### config.mk
export PLATFORM = sky130hd
export DESIGN_NAME = window_gen_flat
export DESIGN_NICKNAME = d
export VERILOG_FILES = /design/src/rtl/window_gen_if.sv /design/src/rtl/window_gen.sv /design/src/flat_wrapper.sv
export SDC_FILE = /design/constraint.sdc
export NUM_CORES = 1
export LEC_CHECK = 0
export ABC_CLOCK_PERIOD_IN_PS = 8900
export CORE_MARGIN = 4
export CORE_UTILIZATION = 30
export DETAILED_ROUTE_END_ITERATION = 16
export PLACE_DENSITY = 0.43
export RECOVER_POWER = 50
export REMOVE_ABC_BUFFERS = 1
export SLEW_MARGIN = 20
export SYNTH_ARGS = -nofsm -noshare
export SYNTH_HDL_FRONTEND = slang
export SYNTH_SLANG_ARGS = --single-unit
### constraint.sdc
create_clock -name clk -period 8.9 [get_ports clk]
set_input_delay 0.89 -clock clk [delete_from_list [all_inputs] [get_ports clk]]
set_output_delay 0.89 -clock clk [all_outputs]
set_load 0.1 [all_outputs]
### src/rtl/window_gen_if.sv
// window_gen_if: raster pixel stream in, convolution window plus strobes out.
interface window_gen_if #(
  parameter int DATA_WIDTH = 8,
  parameter int KERNEL_DIM = 3
);
  localparam int KERNEL_SIZE = KERNEL_DIM * KERNEL_DIM;
  logic                  sof;
  logic                  pixel_valid;
  logic [DATA_WIDTH-1:0] pixel_in;
  logic [DATA_WIDTH-1:0] image [0:KERNEL_SIZE-1];
  logic                  en_convolve;
  logic                  frame_done;
  logic                  busy;
  modport master (output sof, pixel_valid, pixel_in, input image, en_convolve, frame_done, busy);
  modport slave (input sof, pixel_valid, pixel_in, output image, en_convolve, frame_done, busy);
endinterface

### src/rtl/window_gen.sv
// window_gen: line-buffered sliding-window generator for valid (unpadded) convolution.
module window_gen #(
  parameter int IMG_WIDTH  = 28,
  parameter int IMG_HEIGHT = 28,
  parameter int DATA_WIDTH = 8,
  parameter int KERNEL_DIM = 3,
  localparam int KERNEL_SIZE = KERNEL_DIM * KERNEL_DIM
) (
  input logic        clk,
  input logic        rst,
  window_gen_if.slave bus
);
  localparam int CW = $clog2(IMG_WIDTH);
  localparam int RW = $clog2(IMG_HEIGHT);
  localparam logic [CW-1:0] COL_LAST  = CW'(IMG_WIDTH - 1);
  localparam logic [CW-1:0] COL_FIRST = CW'(KERNEL_DIM - 1);
  localparam logic [RW-1:0] ROW_LAST  = RW'(IMG_HEIGHT - 1);
  localparam logic [RW-1:0] ROW_FILL  = RW'(KERNEL_DIM - 2);
  typedef enum logic {ST_FILL, ST_ACTIVE} state_t;
  state_t                state_q, state_d, st_e;
  logic [CW-1:0]         col_q, col_d, col_e;
  logic [RW-1:0]         row_q, row_d, row_e;
  logic [DATA_WIDTH-1:0] win_q [0:KERNEL_SIZE-1];
  logic [DATA_WIDTH-1:0] win_d [0:KERNEL_SIZE-1];
  logic [DATA_WIDTH-1:0] lb_q [0:KERNEL_DIM-2][0:IMG_WIDTH-1];
  logic                  en_q, en_d, done_q, done_d, busy_q, busy_d;
  logic                  last_col, last_row;
  // sof on an accepted pixel restarts the frame before this pixel is placed
  always_comb begin
    col_e    = bus.sof ? '0 : col_q;
    row_e    = bus.sof ? '0 : row_q;
    st_e     = bus.sof ? ST_FILL : state_q;
    last_col = col_e == COL_LAST;
    last_row = row_e == ROW_LAST;
    col_d    = col_q;
    row_d    = row_q;
    state_d  = state_q;
    win_d    = win_q;
    en_d     = 1'b0;
    done_d   = 1'b0;
    busy_d   = busy_q;
    if (bus.pixel_valid) begin
      col_d   = last_col ? '0 : col_e + 1'b1;
      row_d   = last_col ? (last_row ? '0 : row_e + 1'b1) : row_e;
      state_d = st_e == ST_FILL ? ((last_col && row_e == ROW_FILL) ? ST_ACTIVE : ST_FILL)
                                : ((last_col && last_row) ? ST_FILL : ST_ACTIVE);
      for (int i = 0; i < KERNEL_SIZE - 1; i++) win_d[i] = win_q[i+1];
      for (int r = 0; r < KERNEL_DIM - 1; r++) win_d[r*KERNEL_DIM + KERNEL_DIM - 1] = lb_q[r][col_e];
      win_d[KERNEL_SIZE-1] = bus.pixel_in;
      en_d   = st_e == ST_ACTIVE && col_e >= COL_FIRST;
      done_d = en_d && last_col && last_row;
      busy_d = !done_d;
    end
  end
  // line buffers cascade upward: the last holds the previous row, the first the oldest
  always_ff @(posedge clk) begin
    if (bus.pixel_valid) begin
      for (int r = 0; r < KERNEL_DIM - 2; r++) lb_q[r][col_e] <= lb_q[r+1][col_e];
      lb_q[KERNEL_DIM-2][col_e] <= bus.pixel_in;
    end
  end
  always_ff @(posedge clk or negedge rst) begin
    if (!rst) begin
      state_q <= ST_FILL;
      col_q   <= '0;
      row_q   <= '0;
      for (int i = 0; i < KERNEL_SIZE; i++) win_q[i] <= '0;
      en_q    <= 1'b0;
      done_q  <= 1'b0;
      busy_q  <= 1'b0;
    end else begin
      state_q <= state_d;
      col_q   <= col_d;
      row_q   <= row_d;
      win_q   <= win_d;
      en_q    <= en_d;
      done_q  <= done_d;
      busy_q  <= busy_d;
    end
  end
  assign bus.image       = win_q;
  assign bus.en_convolve = en_q;
  assign bus.frame_done  = done_q;
  assign bus.busy        = busy_q;
endmodule

### src/flat_wrapper.sv
// flat-port wrapper written by rule: the top's interface ports become plain ports
module window_gen_flat 
#(
  parameter int IMG_WIDTH  = 28,
  parameter int IMG_HEIGHT = 28,
  parameter int DATA_WIDTH = 8,
  parameter int KERNEL_DIM = 3,
  localparam int KERNEL_SIZE = KERNEL_DIM * KERNEL_DIM
)
  (clk, rst, bus_sof, bus_pixel_valid, bus_pixel_in, bus_image, bus_en_convolve, bus_frame_done, bus_busy);
  window_gen_if #(.DATA_WIDTH(DATA_WIDTH), .KERNEL_DIM(KERNEL_DIM)) bus_i ();
  input logic clk;
  input logic rst;
  input wire logic [$bits(bus_i.sof)-1:0] bus_sof;
  input wire logic [$bits(bus_i.pixel_valid)-1:0] bus_pixel_valid;
  input wire logic [$bits(bus_i.pixel_in)-1:0] bus_pixel_in;
  output wire logic [$bits(bus_i.image)-1:0] bus_image;
  output wire logic [$bits(bus_i.en_convolve)-1:0] bus_en_convolve;
  output wire logic [$bits(bus_i.frame_done)-1:0] bus_frame_done;
  output wire logic [$bits(bus_i.busy)-1:0] bus_busy;
  assign bus_i.sof = bus_sof;
  assign bus_i.pixel_valid = bus_pixel_valid;
  assign bus_i.pixel_in = bus_pixel_in;
  assign bus_image = {>>{bus_i.image}};
  assign bus_en_convolve = bus_i.en_convolve;
  assign bus_frame_done = bus_i.frame_done;
  assign bus_busy = bus_i.busy;
  window_gen #(.IMG_WIDTH(IMG_WIDTH), .IMG_HEIGHT(IMG_HEIGHT), .DATA_WIDTH(DATA_WIDTH), .KERNEL_DIM(KERNEL_DIM)) u_core (.clk(clk), .rst(rst), .bus(bus_i));
endmodule
==> flow_summary.ini, run 1 <==
[logic_synthesis]
synthFlopType = edfxtp_1
ys_warn_count = 0
async_flop_share_pct = 16.10
synth_edf_count = 448
synth_area_mm2 = 0.02179
synth_top_area_share_pct = 61.73
yosysMostFrequentCell = edfxtp_1
synth.avg_cell_area_um2 = 15.71
synth.area.top_cells = edfxtp_1 (62%), dfrtp_1 (9.9%), mux2_2 (3.8%)
ys_ff_latch = 534
synthCells = 1387
synth_cell_types = 63
synth-seq-area-share_pct = 71.60
synth_top_area_cell = edfxtp_1
ys_top_cells_by_count = edfxtp_1 (448), nand2_1 (97), dfrtp_1 (86), mux2i_1 (75), mux2_2 (74)

[clocking]
clock_latency_ns = 0.62
root_buffer = clkbuf_16
clkTransAtPathRegs_ns = 0.06
h-tree-depth = 2
cts_setup_buffers = 0
cts_made_buffers = 57
clock_path_buffers = 3
cts_tree = built
cts.sinks = 534
ctsResizeCount = 0
hold_buffers = 0

[pwr]
p_sw_share_pct = 30.84
p_per_area_mw_per_mm2 = 261.2
p_switching_w = 0.002062
ir_drop_v = 0.0001583
p_leak_nw = 8.497
p_seq_share_pct = 44.4
p_int_w = 0.004624
clkPwrFrac_pct = 35.7
p_comb_share_pct = 19.9

[sta]
finalSetupTns_ns = 0
rsz0062_at_grt = no
clock_skew_ns = 0.02829
finalHoldViolCount = 0
min_period_over_period_pct = 56.36
max_slew_margin_pct = -82.56
tightest_slew_ns = 2.738
setup-violations-final = 0
max_freq_mhz = 199.4
fin_crit_ns = 5.016
slew_viol_final = 307

[floorplan]
fp.coreArea_mm2 = 0.07173
rows = 98
dieArea_mm2 = 0.07702
initial_core_util_pct = 30.38
die_h_um = 277.5
fp.dieW_um = 277.5
io_pins = 87

[finish]
final_area_mm2 = 0.02560
fin_cells = 2481
drive_above_1_share_pct = 16.46
area_growth_pct = 17.46
nets = 1500
antenna_cells = 0
fill_cells = 6802

[setup_path]
worstSetupStartpointType = input port
cpPeakStageDelay_ns = 2.04
crit_family = buffers and inverters
cp-end-kind = async pin
slowest_stage = clkbuf_1
cp.required_ns = 8.64
path_buf_inv = 2
worst_path_most_repeated_cell = clkbuf_1
critPathKind = input port to async pin
crit_fanout = 45
arrival_ns = 4.75
cp_cell_sequence = clkbuf_1 > clkbuf_1

[drt]
drcViolationCount = 0
vias_per_cell = 4.921
wirelength_mm = 57.47
wl_per_cell_um = 23.17
dr_total_vias = 12208
ant_nets = 0
detail_route.first_pass.iterations = 5
drt_first_iter_violations = 936

[hold_path]
hold_path_class = register to register

[global_route]
gr-usage-all-layers_pct = 14.72
grt_pass1_wl_mm = 85.86
grt_max_degree = 105
grt_pass1_vias = 12325
grt_overflow = 0
grt_antenna_before_repair = 1

[status]
violations = capacitance limit, slew limit
status = finished with violations

[placement]
placed_area_mm2 = 0.02378
portBuffers = 86
place_inst = 2375
routabilityCongestion = 0.8042
hpwl_mm = 36.09

[flow_run]
drv_cap = 9
[path summary, 6_finish.rpt]
path                                                       start                          endpoint  slack, ns  cells after the start
worst max-delay path                                         rst       u_core.col_q[1]$_DFFE_PN0P_       3.88                      2
worst min-delay path            u_core.bus.image[22]$_DFFE_PN0P_  u_core.bus.image[22]$_DFFE_PN0P_       0.50                      1
worst max register to register       u_core.col_q[0]$_DFFE_PN0P_       u_core.row_q[3]$_DFFE_PN0P_       4.99                     11
worst min register to register  u_core.bus.image[22]$_DFFE_PN0P_  u_core.bus.image[22]$_DFFE_PN0P_       0.50                      1
max in group clk                                 bus_pixel_valid     u_core.lb_q[0][206]$_DFFE_PP_       4.02                      5
min in group asynchronous                                    rst  u_core.bus.image[11]$_DFFE_PN0P_       1.05                      1
[layer usage]
layer	part of all wire, %	vias to the layer above	track usage (%)
met1	46	6284	20.86
met2	47	258	23.56
met4	2.0	2	3.592
met5	0.021	-	0
met3	4.4	75	2.668
li1	-	5589	-
[layout make-up]
class	count	area (um2)	share of cell area, %
well taps	950	1189	4.643
flip-flops and latches	534	15610	61.00
multi-input cells	745	5714	22.32
inverters	11	41.29	0.1613
clock inverters	23	261.5	1.022
clock buffers	83	1615	6.310
repair buffers	135	1164	4.546
[per-stage QoR]
stage,hold WS (ns),worst slack (ns),total power (W),utilization (%)
3_5_place_dp,0.4955,4.327,0.004401,33.15
6_report,0.4957,3.884,0.006686,35.69
4_1_cts,0.2629,4.630,0.006814,35.76
3_3_place_gp,0.4888,4.545,0.004395,33.15
2_1_floorplan,0.4791,-0.4581,0.003964,-
5_1_grt,0.5100,2.815,0.006960,35.69
[state kept, by name, indices dropped and copies added, names as in the netlist]
register	flops
u_core.lb_q	448
u_core.bus.image	72
u_core.col_q	5
u_core.row_q	5
u_core.bus.busy	1
u_core.bus.en_convolve	1
u_core.bus.frame_done	1
u_core.state_q	1
[kinds of logic after synthesis]
family / synth area share (%)
and+or+nand+nor: 6.907
buffers and inverters: 2.480
adders and majority gates: 0.2297
DFF: 71.60
muxes: 9.731
AOI/OAI and AO/OA: 9.048
[power by group through the flow]
stage	registers (W)	clock network, W	logic, W
floorplan	0.00357	0	0.000390
global placement	0.00302	0	0.00137
detailed placement	0.00303	0	0.00137
CTS	0.00298	0.00246	0.00138
global route	0.00298	0.00257	0.00140
finish	0.00297	0.00239	0.00133
[layout by cell type, fill, tap and decap left out, drive strengths merged, types with 4 or more instances in the layout]
master and count:
nor2 43, nand3 20, a211o 8, mux4 18
mux2 83, a211oi 34, o2bb2ai 11, a2111oi 9
clkinv 17, a21oi 49, ha 4, bufinv 6
or2 7, buf 35, o211ai 23, nand4 7
dfrtp 86, nand2b 22, dlygate4sd3 82, mux2i 75
a41oi 8, nor3b 9, o21a 9, o22ai 7
nand2 97, inv 11, nor2b 52, a22oi 8
a311oi 19, o21ai 46, a31oi 9, nor3 10
edfxtp 448, a221oi 17, clkbuf 101, nand3b 15
o221ai 7
Power figures use the tool's default switching activity.
==> run 2, diff against run 1 <==
--- a/config.mk
+++ b/config.mk
@@ -5,7 +5,7 @@
 export SDC_FILE = /design/constraint.sdc
 export NUM_CORES = 1
 export LEC_CHECK = 0
-export ABC_CLOCK_PERIOD_IN_PS = 8900
+export ABC_CLOCK_PERIOD_IN_PS = 5200
 export CORE_MARGIN = 4
 export CORE_UTILIZATION = 30
 export DETAILED_ROUTE_END_ITERATION = 16
==> constraint.sdc (replaced) <==
create_clock -name clk -period 5.2 [get_ports clk]
set_input_delay 0.52 -clock clk [delete_from_list [all_inputs] [get_ports clk]]
set_output_delay 0.52 -clock clk [all_outputs]
set_load 0.1 [all_outputs]
==> flow_summary.ini, run 2 (synthesis results as in run 1) <==
[sta]
setup-violations-final = 0
max_freq_mhz = 245.2
slew_viol_final = 231
fin_crit_ns = 4.078
tightest_slew_ns = 1.973
min_period_over_period_pct = 78.42
clock_skew_ns = 0.02771
rsz0062_at_grt = no
max_slew_margin_pct = -31.52
finalHoldViolCount = 0

[drt]
drcViolationCount = 0
detail_route.first_pass.iterations = 5
vias_per_cell = 4.998
drt_first_iter_violations = 1038
dr_total_vias = 12546
ant_nets = 0
wirelength_mm = 62.61
wl_per_cell_um = 24.94

[clocking]
root_buffer = clkbuf_16
h-tree-depth = 2
clock_path_buffers = 3
ctsResizeCount = 0
cts_made_buffers = 59
cts.sinks = 534
hold_buffers = 0
cts_tree = built
cts_setup_buffers = 0
clkTransAtPathRegs_ns = 0.06
clock_latency_ns = 0.63

[floorplan]
fp.dieW_um = 277.5
dieArea_mm2 = 0.07702
initial_core_util_pct = 30.38
fp.coreArea_mm2 = 0.07173
die_h_um = 277.5
io_pins = 87
rows = 98

[finish]
final_common_cell = edfxtp_1
final_area_mm2 = 0.02586
area_growth_pct = 18.65
fill_cells = 6843
fin_cells = 2510
drive_above_1_share_pct = 17.45
largest_reg_flops = 448
nets = 1524
final_cell_mix = edfxtp_1 (448), nand2_1 (97), dfrtp_1 (84), mux2i_1 (75), mux2_2 (74)
top_register = u_core.lb_q
final_core_util_pct = 36.05

[global_route]
grt_pass1_wl_mm = 91.15
grt_overflow = 0
grt_max_degree = 106
grt_pass1_vias = 12706
grt_antenna_before_repair = 2
gr-usage-all-layers_pct = 15.99

[pwr]
p_seq_share_pct = 43.6
p_per_area_mw_per_mm2 = 450.0
p_comb_share_pct = 19.6
p_sw_share_pct = 30.79
ir_drop_v = 0.0002765
p_switching_w = 0.003584
clkPwrFrac_pct = 36.7
p_int_w = 0.008053
p_leak_nw = 8.623

[setup_path]
arrival_ns = 4.28
cp.required_ns = 5.40
worstSetupStartpointType = register
crit_fanout = 35
cp-end-kind = register
critPathKind = register to register

[placement]
routabilityCongestion = 0.8001
portBuffers = 86
hpwl_mm = 38.62
placed_area_mm2 = 0.02396
place_inst = 2397

[status]
violations = capacitance limit, slew limit
status = finished with violations

[flow_run]
drv_cap = 9

[hold_path]
hold_path_class = input port to async pin
-- run 2: layout make-up --
cell class,count,area [um2],share of cell area [%]
clock inverters,33,429.2,1.660
repair buffers,157,1323,5.114
flip-flops and latches,534,15610,60.37
well taps,950,1189,4.597
multi-input cells,745,5703,22.05
inverters,11,41.29,0.1597
diodes,1,2.502,0.009677
clock buffers,79,1562,6.039
-- run 2: metal layers --
metal  GRT usage (%)  wire length, um  up-vias
met5               0                0        -
met4           4.559             1586        0
met3           2.803             3429      100
met2           26.01            29610      372
met1           22.10            27980     6435
li1                -                -     5639
-- run 2: final timing paths --
path,startpoint,end,slack (ns),cells past startpoint
max in group asynchronous,rst,u_core.col_q[0]$_DFFE_PN0P_,2.57,2
worst max-delay path,u_core.col_q[1]$_DFFE_PN0P_,u_core.lb_q[0][25]$_DFFE_PP_,1.12,5
worst min register to register,u_core.bus.busy$_DFFE_PN0P_,u_core.bus.busy$_DFFE_PN0P_,0.48,2
worst max register to register,u_core.col_q[1]$_DFFE_PN0P_,u_core.lb_q[0][25]$_DFFE_PP_,1.12,5
worst min-delay path,rst,u_core.bus.image[19]$_DFFE_PN0P_,0.008,1
min in group clk,u_core.bus.busy$_DFFE_PN0P_,u_core.bus.busy$_DFFE_PN0P_,0.48,2
-- run 2: power by group through the flow --
stage          clock network, W  logic [W]  registers (W)
2_1_floorplan                 0   0.000667        0.00612
6_report                0.00427    0.00229        0.00508
3_5_place_dp                  0    0.00235        0.00518
4_1_cts                 0.00440    0.00235        0.00509
5_1_grt                 0.00458    0.00240        0.00511
3_3_place_gp                  0    0.00235        0.00517
-- run 2: critical path, stage by stage (launching register included) --
cell and delay, ns:
dfrtp_1 0.88, nand2b_1 0.83, ha_1 0.26, nand2_1 0.21, nor2_1 0.19, clkbuf_1 1.27
-- run 2: stage by stage --
| stage | setup slack, ns | TNS (ns) | power [W] | hold WS, ns |
|---|---|---|---|---|
| after floorplan | -4.158 | -1598.59 | 0.006784 | 0.2244 |
| after global placement | 1.375 | 0 | 0.007521 | 0.4801 |
| after detailed placement | 1.370 | 0 | 0.007529 | 0.4855 |
| after CTS | 1.318 | 0 | 0.01184 | 0.01220 |
| after global routing | 0.8213 | 0 | 0.01209 | 0.05139 |
| final | 1.122 | 0 | 0.01164 | 0.008425 |
==> run 3, diff against run 2 <==
--- a/config.mk
+++ b/config.mk
@@ -5,11 +5,11 @@
 export SDC_FILE = /design/constraint.sdc
 export NUM_CORES = 1
 export LEC_CHECK = 0
-export ABC_CLOCK_PERIOD_IN_PS = 5200
+export ABC_CLOCK_PERIOD_IN_PS = 3500
 export CORE_MARGIN = 4
 export CORE_UTILIZATION = 30
 export DETAILED_ROUTE_END_ITERATION = 16
-export PLACE_DENSITY = 0.43
+export PLACE_DENSITY = 0.45
 export RECOVER_POWER = 50
 export REMOVE_ABC_BUFFERS = 1
 export SLEW_MARGIN = 20
==> constraint.sdc (replaced) <==
create_clock -name clk -period 3.5 [get_ports clk]
set_input_delay 0.35 -clock clk [delete_from_list [all_inputs] [get_ports clk]]
set_output_delay 0.35 -clock clk [all_outputs]
set_load 0.1 [all_outputs]
==> flow_summary.ini, run 3 (synthesis results as in run 1) <==
[setup_path]
critPathKind = register to register
arrival_ns = 3.31
crit_fanout = 12
cp.required_ns = 3.76
cp-end-kind = register
worstSetupStartpointType = register

[sta]
clock_skew_ns = 0.01904
setup-violations-final = 0
finalHoldViolCount = 0
max_slew_margin_pct = -39.18
fin_crit_ns = 3.048
min_period_over_period_pct = 87.08
tightest_slew_ns = 2.088
slew_viol_final = 110
hold_slack_ns = 0.4544
max_freq_mhz = 328.1
rsz0062_at_grt = no

[floorplan]
rows = 98
fp.coreArea_mm2 = 0.07173
die_h_um = 277.5
dieArea_mm2 = 0.07702
io_pins = 87
fp.dieW_um = 277.5
initial_core_util_pct = 30.38

[finish]
nets = 1538
final_area_mm2 = 0.02574
final_cell_mix = edfxtp_1 (448), nand2_1 (97), dfrtp_1 (84), mux2i_1 (75), mux2_2 (74)
drive_above_1_share_pct = 18.18
final_core_util_pct = 35.89
top_register = u_core.lb_q
final_common_cell = edfxtp_1
largest_reg_flops = 448
area_growth_pct = 18.11

[drt]
vias_per_cell = 4.925
wirelength_mm = 58.43
wl_per_cell_um = 23.19
drcViolationCount = 0
drt_first_iter_violations = 815
dr_total_vias = 12405
detail_route.first_pass.iterations = 5
ant_nets = 0

[clocking]
clock_path_buffers = 3
cts.sinks = 534
cts_tree = built
clock_latency_ns = 0.61
clkTransAtPathRegs_ns = 0.06
h-tree-depth = 2
cts_made_buffers = 55
root_buffer = clkbuf_16
cts_setup_buffers = 0

[global_route]
grt_pass1_wl_mm = 86.66
grt_antenna_before_repair = 0
grt_max_degree = 80
gr-usage-all-layers_pct = 14.85
grt_overflow = 0
grt_pass1_vias = 12595

[pwr]
ir_drop_v = 0.0003935
p_switching_w = 0.005180
p_comb_share_pct = 21.0
p_int_w = 0.01130
p_seq_share_pct = 45.6
p_leak_nw = 8.622
p_sw_share_pct = 31.44
clkPwrFrac_pct = 33.5
p_per_area_mw_per_mm2 = 640.1

[hold_path]
hold_path_class = input port to register

[placement]
routabilityCongestion = 0.7862
portBuffers = 86
hpwl_mm = 36.51
placed_area_mm2 = 0.02417

[status]
status = finished with violations
violations = capacitance limit, slew limit

[flow_run]
drv_cap = 2
## run 3: final cells by class
class / count / area, um2
multi-input cells: 745 / 5675
fillers: 6838 / 45990
diodes: 1 / 2.502
repair buffers: 175 / 1530
inverters: 11 / 41.29
flip-flops and latches: 534 / 15610
well taps: 950 / 1189
clock inverters: 32 / 192.7
clock buffers: 71 / 1498
## run 3: layer usage
metal / vias up / share of wire, % / track usage (%)
li1: 5659 / - / -
met3: 82 / 4.5 / 2.516
met2: 280 / 46 / 23.34
met4: 0 / 2.4 / 4.010
met1: 6384 / 47 / 21.35
met5: - / 0 / 0
## run 3: final timing paths
check,startpoint,endpoint,slack [ns],depth (start not counted)
worst max-delay path,u_core.col_q[2]$_DFFE_PN0P_,u_core.lb_q[0][431]$_DFFE_PP_,0.45,5
worst min-delay path,bus_sof,u_core.row_q[4]$_DFFE_PN0P_,0.45,3
max in group asynchronous,rst,u_core.bus.image[58]$_DFFE_PN0P_,1.39,3
worst min register to register,u_core.bus.image[18]$_DFFE_PN0P_,u_core.bus.image[18]$_DFFE_PN0P_,0.50,1
min in group asynchronous,rst,u_core.bus.image[19]$_DFFE_PN0P_,0.57,2
worst max register to register,u_core.col_q[2]$_DFFE_PN0P_,u_core.lb_q[0][431]$_DFFE_PP_,0.45,5
## run 3: power by group through the flow
stage / sequential, W / combinational, W / clock (W)
floorplan: 0.00909 / 0.000991 / 0
global placement: 0.00764 / 0.00355 / 0
detailed placement: 0.00766 / 0.00356 / 0
CTS: 0.00752 / 0.00357 / 0.00571
global route: 0.00755 / 0.00364 / 0.00598
finish: 0.00751 / 0.00345 / 0.00551
## run 3: worst max-delay path, cell delays in order, from the launching register on
cell	delay, ns
dfrtp_1	0.61
nand2b_1	0.43
clkbuf_1	0.76
nand2_1	0.31
nor2_1	0.23
clkbuf_2	0.36
## run 3: metrics by stage
step,total power (W),cells,worst slack [ns],setup TNS (ns)
final,0.01648,2519,0.4523,0
after detailed placement,0.01122,2414,0.6931,0
after global placement,0.01119,2414,0.6677,0
after CTS,0.01681,2518,0.6920,0
after global routing,0.01717,2518,0.3030,0
after floorplan,0.01008,1290,-5.858,-2790.29
## run 3: timing repair
action | CTS | global route
endpoints found under the setup margin | 0 | 0
hold endpoints to repair | 44 | 0
hold buffers | 1 | 0
resized for setup | 0 | 0
